### config.mk
export PLATFORM = sky130hd
export DESIGN_NAME = cnn_acc_requant_22s_14s
export DESIGN_NICKNAME = d
export VERILOG_FILES = /design/src/rtl/cnn_acc_requant_22s_14s.sv
export SDC_FILE = /design/constraint.sdc
export NUM_CORES = 1
export LEC_CHECK = 0
export ABC_AREA = 1
export CELL_PAD_IN_SITES_DETAIL_PLACEMENT = 1
export CELL_PAD_IN_SITES_GLOBAL_PLACEMENT = 1
export CORE_MARGIN = 2
export CORE_UTILIZATION = 43
export CTS_CLUSTER_SIZE = 25
export DETAILED_ROUTE_END_ITERATION = 10
export PLACE_DENSITY_LB_ADDON = 0.1
export SYNTH_ARGS = -nofsm -noshare
export SYNTH_HDL_FRONTEND = slang
export SYNTH_SLANG_ARGS = --single-unit
### constraint.sdc
create_clock -name ap_clk -period 6.2 [get_ports ap_clk]
set_input_delay 0.62 -clock ap_clk [delete_from_list [all_inputs] [get_ports ap_clk]]
set_output_delay 0.62 -clock ap_clk [all_outputs]
set_load 0.03 [all_outputs]
### src/rtl/cnn_acc_requant_22s_14s.sv
// rtl/cnn_acc_requant_22s_14s.sv - product accumulator with bias, round/shift/relu/saturate requant to 14s
module cnn_acc_requant_22s_14s #(
    parameter int N_ACC = 9,
    parameter int ACC_W = 32,
    parameter int SHIFT = 4,
    parameter int RELU  = 1
) (
    input  logic               ap_clk,
    input  logic               ap_rst,
    input  logic signed [21:0] prod_data,
    input  logic               prod_valid,
    output logic               prod_ready,
    input  logic signed [21:0] bias_data,
    output logic signed [13:0] out_data,
    output logic               out_valid,
    input  logic               out_ready,
    output logic [15:0]        grp_cnt
);

    localparam int CNT_W  = (N_ACC > 1) ? $clog2(N_ACC) : 1;
    localparam int RND_SH = (SHIFT > 0) ? SHIFT - 1 : 0;
    localparam logic [CNT_W-1:0]   LAST    = CNT_W'(N_ACC - 1);
    localparam logic signed [ACC_W:0] RND_ADD = (SHIFT > 0) ? ((ACC_W+1)'(1) <<< RND_SH) : '0;
    localparam logic signed [ACC_W:0] SAT_MAX = (ACC_W+1)'(8191);
    localparam logic signed [ACC_W:0] SAT_MIN = (ACC_W+1)'(-8192);

    typedef enum logic [1:0] {S_ACC, S_RQ, S_OUT} state_t;

    state_t                   state, state_nxt;
    logic signed [ACC_W-1:0]  acc;
    logic [CNT_W-1:0]         cnt;
    logic signed [ACC_W-1:0]  prod_ext, bias_ext;
    logic signed [ACC_W:0]    acc_x, r;
    logic signed [13:0]       sat;
    logic                     beat;

    assign prod_ext = {{(ACC_W-22){prod_data[21]}}, prod_data};
    assign bias_ext = {{(ACC_W-22){bias_data[21]}}, bias_data};
    assign beat     = prod_valid && (state == S_ACC);

    always_comb begin
        state_nxt  = state;
        prod_ready = 1'b0;
        case (state)
            S_ACC: begin
                prod_ready = 1'b1;
                if (prod_valid && cnt == LAST) state_nxt = S_RQ;
            end
            S_RQ:  state_nxt = S_OUT;
            S_OUT: if (out_ready) state_nxt = S_ACC;
            default: state_nxt = S_ACC;
        endcase
    end

    // Rounding add carries one guard bit so acc near full scale cannot wrap.
    always_comb begin
        acc_x = {acc[ACC_W-1], acc};
        r     = acc_x;
        if (SHIFT > 0) r = (acc_x + RND_ADD) >>> SHIFT;
        if (RELU != 0 && r < 0) r = '0;
        if (r > SAT_MAX)      sat = 14'sd8191;
        else if (r < SAT_MIN) sat = -14'sd8192;
        else                  sat = r[13:0];
    end

    always_ff @(posedge ap_clk) begin
        if (ap_rst) begin
            state     <= S_ACC;
            acc       <= '0;
            cnt       <= '0;
            out_data  <= '0;
            out_valid <= 1'b0;
            grp_cnt   <= '0;
        end else begin
            state <= state_nxt;
            if (beat) begin
                acc <= (cnt == '0) ? (bias_ext + prod_ext) : (acc + prod_ext);
                cnt <= (cnt == LAST) ? '0 : cnt + 1'b1;
            end
            if (state == S_RQ) begin
                out_data  <= sat;
                out_valid <= 1'b1;
                grp_cnt   <= grp_cnt + 16'd1;
            end
            if (state == S_OUT && out_ready) out_valid <= 1'b0;
        end
    end

endmodule

==> flow_summary.ini <==
[global_route]
grt_max_degree = 43
antenna_found_initial = 0
grt_pass1_wl_um = 44600
grt.total_usage_pct = 31.6
grt_overflow = 0
grt_pass1_vias = 8701

[final_layout]
drive_gt1_share_pct = 4.52
layout.cells.non_filler = 1546
fillers = 2374
diodes = 0
fin_area_um2 = 8520
fin_nets = 1428
area_growth_syn_to_layout_pct = 18.1

[sta]
worst_slack_ns = 3.11
tightest_slew_ns = 1.21
setup_tns_ns = 0
max_freq_mhz = 324
setup_viol = 0
post-route-period-util_pct = 49.8
fin_worst_skew_ns = 0.0102
final_hold_viol_count = 0
slew-limit-headroom_pct = 19.4
slew_violations = 0
rsz0062_at_grt = no
min_period_ns = 3.09

[synth]
synth.distinct_cells = 39
synth.top_cell.area_share_pct = 19.2
synth.avg_cell_area_um2 = 5.78
ys_seq_area_share_pct = 19.2
syn_area_um2 = 7210
synth-main-ff-cell = dfxtp_1
syn-num-nets = 1356
synthCells = 1249
synth_top_area_cell = dfxtp_1
ys_async_sr_fraction_pct = 0
postSynthRegisterBits = 69
yosys-top-cells-area = dfxtp_1 (19%), nand2_1 (17%), ha_1 (9.9%), nor2_1 (9.6%), inv_1 (7.7%)
synth-edff-count = 0
ys_warn_count = 0

[place]
dp_worst_setup_slack_ns = 2.83
port_buffers = 79
hpwlAfterDp_um = 22600
gp_congestion = 0.937
dp_cells = 1530
place_area_um2 = 8210

[power]
total_power_uw = 1710
irDropWorstVdd_mv = 0.134
leakage_uw = 0.00379
p_per_area_nw_per_um2 = 201

[job]
drv_cap = 0

[clocking]
clk_latency_ns = 0.35
clock_sinks = 69
cts_hold_buf = 0
tritoncts = yes
htree_levels = 3
cts-resized-gates = 0
cts_buffers = 9
root_buffer = clkbuf_16
post_cts_buffers = 0
clk_pin_slew_worst_paths_ns = 0.06
clockBufferDepth = 2

[route]
post_drt_wl_per_cell_um = 18.0
drt_pass1_iterations = 5
drt-total-wl_um = 27800
postRouteAntennaNets = 0
drcViolationCount = 0
viasPerCell = 5.55
dr_total_vias = 8585
drt_iter0_drc = 515

[critical_path]
startpoint_type = input port
cp_max_fo = 5
criticalPathCategory = in2reg
cp_data_required_time_ns = 6.45
critPathCaptureType = register
crit_arrival_ns = 3.34

[hold_path]
hold_path.class = reg2reg

[run_status]
outcome = finished, final reports clean

[die]
core_um2 = 16500
die_y_um = 134
std_cell_rows = 47
dieArea_um2 = 17800
initial_core_util_pct = 43.8
fp.dieW_um = 134
io-pin-count = 80
[power breakdown]
group	total (uW)	internal, uW	switching, uW
clock	556	318	238
combinational	641	219	422
sequential	513	468	45.8
total	1710	1010	705
[worst paths after layout]
| check | startpoint | to | slack, ns | cells past startpoint |
|---|---|---|---|---|
| max | prod_data[0] | acc[10] | 3.11 | 15 |
| min | out_data[13] | out_data[13] | 0.46 | 2 |
| max reg2reg | acc[3] | out_data[12] | 3.35 | 12 |
| min reg2reg | out_data[13] | out_data[13] | 0.46 | 2 |
[final cells by class]
class	count	area [um2]	share of cell area (%)
Clock buffer	9	225	2.64
Clock inverter	7	81.3	0.955
Inverter	151	567	6.65
Multi-Input combinational cell	1007	5170	60.7
Sequential cell	69	1380	16.2
Tap cell	220	275	3.23
Timing Repair Buffer	83	821	9.63
[Yosys cell counts (2+ instances only)]
cell type and number:
a21boi_0 4, a21oi_1 96, a31oi_1 3, and2_1 2, clkbuf_1 20, clkinv_1 2, dfxtp_1 69, fa_1 2
ha_1 57, inv_1 148, nand2_1 323, nand2_2 4, nand3_1 106, nand3b_1 12, nand4_1 22, nor2_1 185
nor2_2 23, nor2_4 2, nor3_1 19, nor3b_1 2, nor4_1 2, o211ai_1 8, o21a_1 5, o21ai_0 85
o21bai_1 6, o31ai_1 3, or2_2 6, xnor2_1 5, xor2_1 18
[sequential cells by signal, summed over array words and instances (netlist names)]
| signal | flops |
|---|---|
| acc | 32 |
| grp_cnt | 16 |
| out_data | 14 |
| cnt | 4 |
| state | 2 |
| out_valid | 1 |
[layout by cell type, fill, tap and decap left out, types with 3 or more instances in the layout]
cell / netlist / routed
o21ai_0: 85 / 85
xnor2_1: 5 / 5
inv_1: 148 / 148
o21bai_1: 6 / 6
nor2_2: 23 / 23
a31oi_1: 3 / 3
o31ai_1: 3 / 3
a21oi_1: 96 / 96
o21a_1: 5 / 5
nand2_1: 323 / 323
o211ai_1: 8 / 8
clkbuf_16: 0 / 9
nand3b_1: 12 / 12
nand2_2: 4 / 4
ha_1: 57 / 57
or2_2: 6 / 6
buf_4: 0 / 4
xor2_1: 18 / 18
dfxtp_1: 69 / 69
clkdlybuf4s50_1: 0 / 79
a21boi_0: 4 / 4
nand3_1: 106 / 106
nor3_1: 19 / 18
nor2_1: 185 / 185
nand4_1: 22 / 22
[per-stage QoR]
stage                     hold slack [ns]  utilization (%)
after global placement              0.426             49.9
final                               0.464             51.7
after CTS                           0.471             51.7
after global routing                0.505             51.7
after detailed placement            0.460             49.9
after floorplan                     0.458                -
[cell families (layout without fill, tap and decap cells)]
group	count (synthesis)	in the layout	share of synthesized area [%]
flip-flops	69	69	19.1
AO/OA/AOI/OAI	213	213	15.8
AND/OR/NAND/NOR	712	712	42.5
XOR/XNOR	23	23	2.79
buffers and inverters	173	250	9.26
adder cells (fa/ha/maj)	59	59	10.4
[layer usage]
metal / global-route usage (%) / vias to the layer above / share of wire [%] / routed length, um
li1: - / 4241 / - / -
met1: 40.4 / 4108 / 45 / 12600
met2: 54.4 / 189 / 47 / 13100
met3: 3.96 / 47 / 4.6 / 1270
met4: 11.6 / 0 / 3.1 / 870
met5: 0 / - / 0 / 0
[critical path: stages]
cell	delay [ns]
clkdlybuf4s50_1	0.49
ha_1	0.22
inv_1	0.08
fa_1	0.39
nand3b_1	0.17
nand2_1	0.16
a21boi_0	0.17
o21ai_0	0.47
nand2_1	0.15
nand2_1	0.10
nand2_1	0.06
nand3_1	0.07
nand3_1	0.07
nand2_1	0.08
inv_1	0.03
No activity file was read; power rests on OpenSTA's default activity.
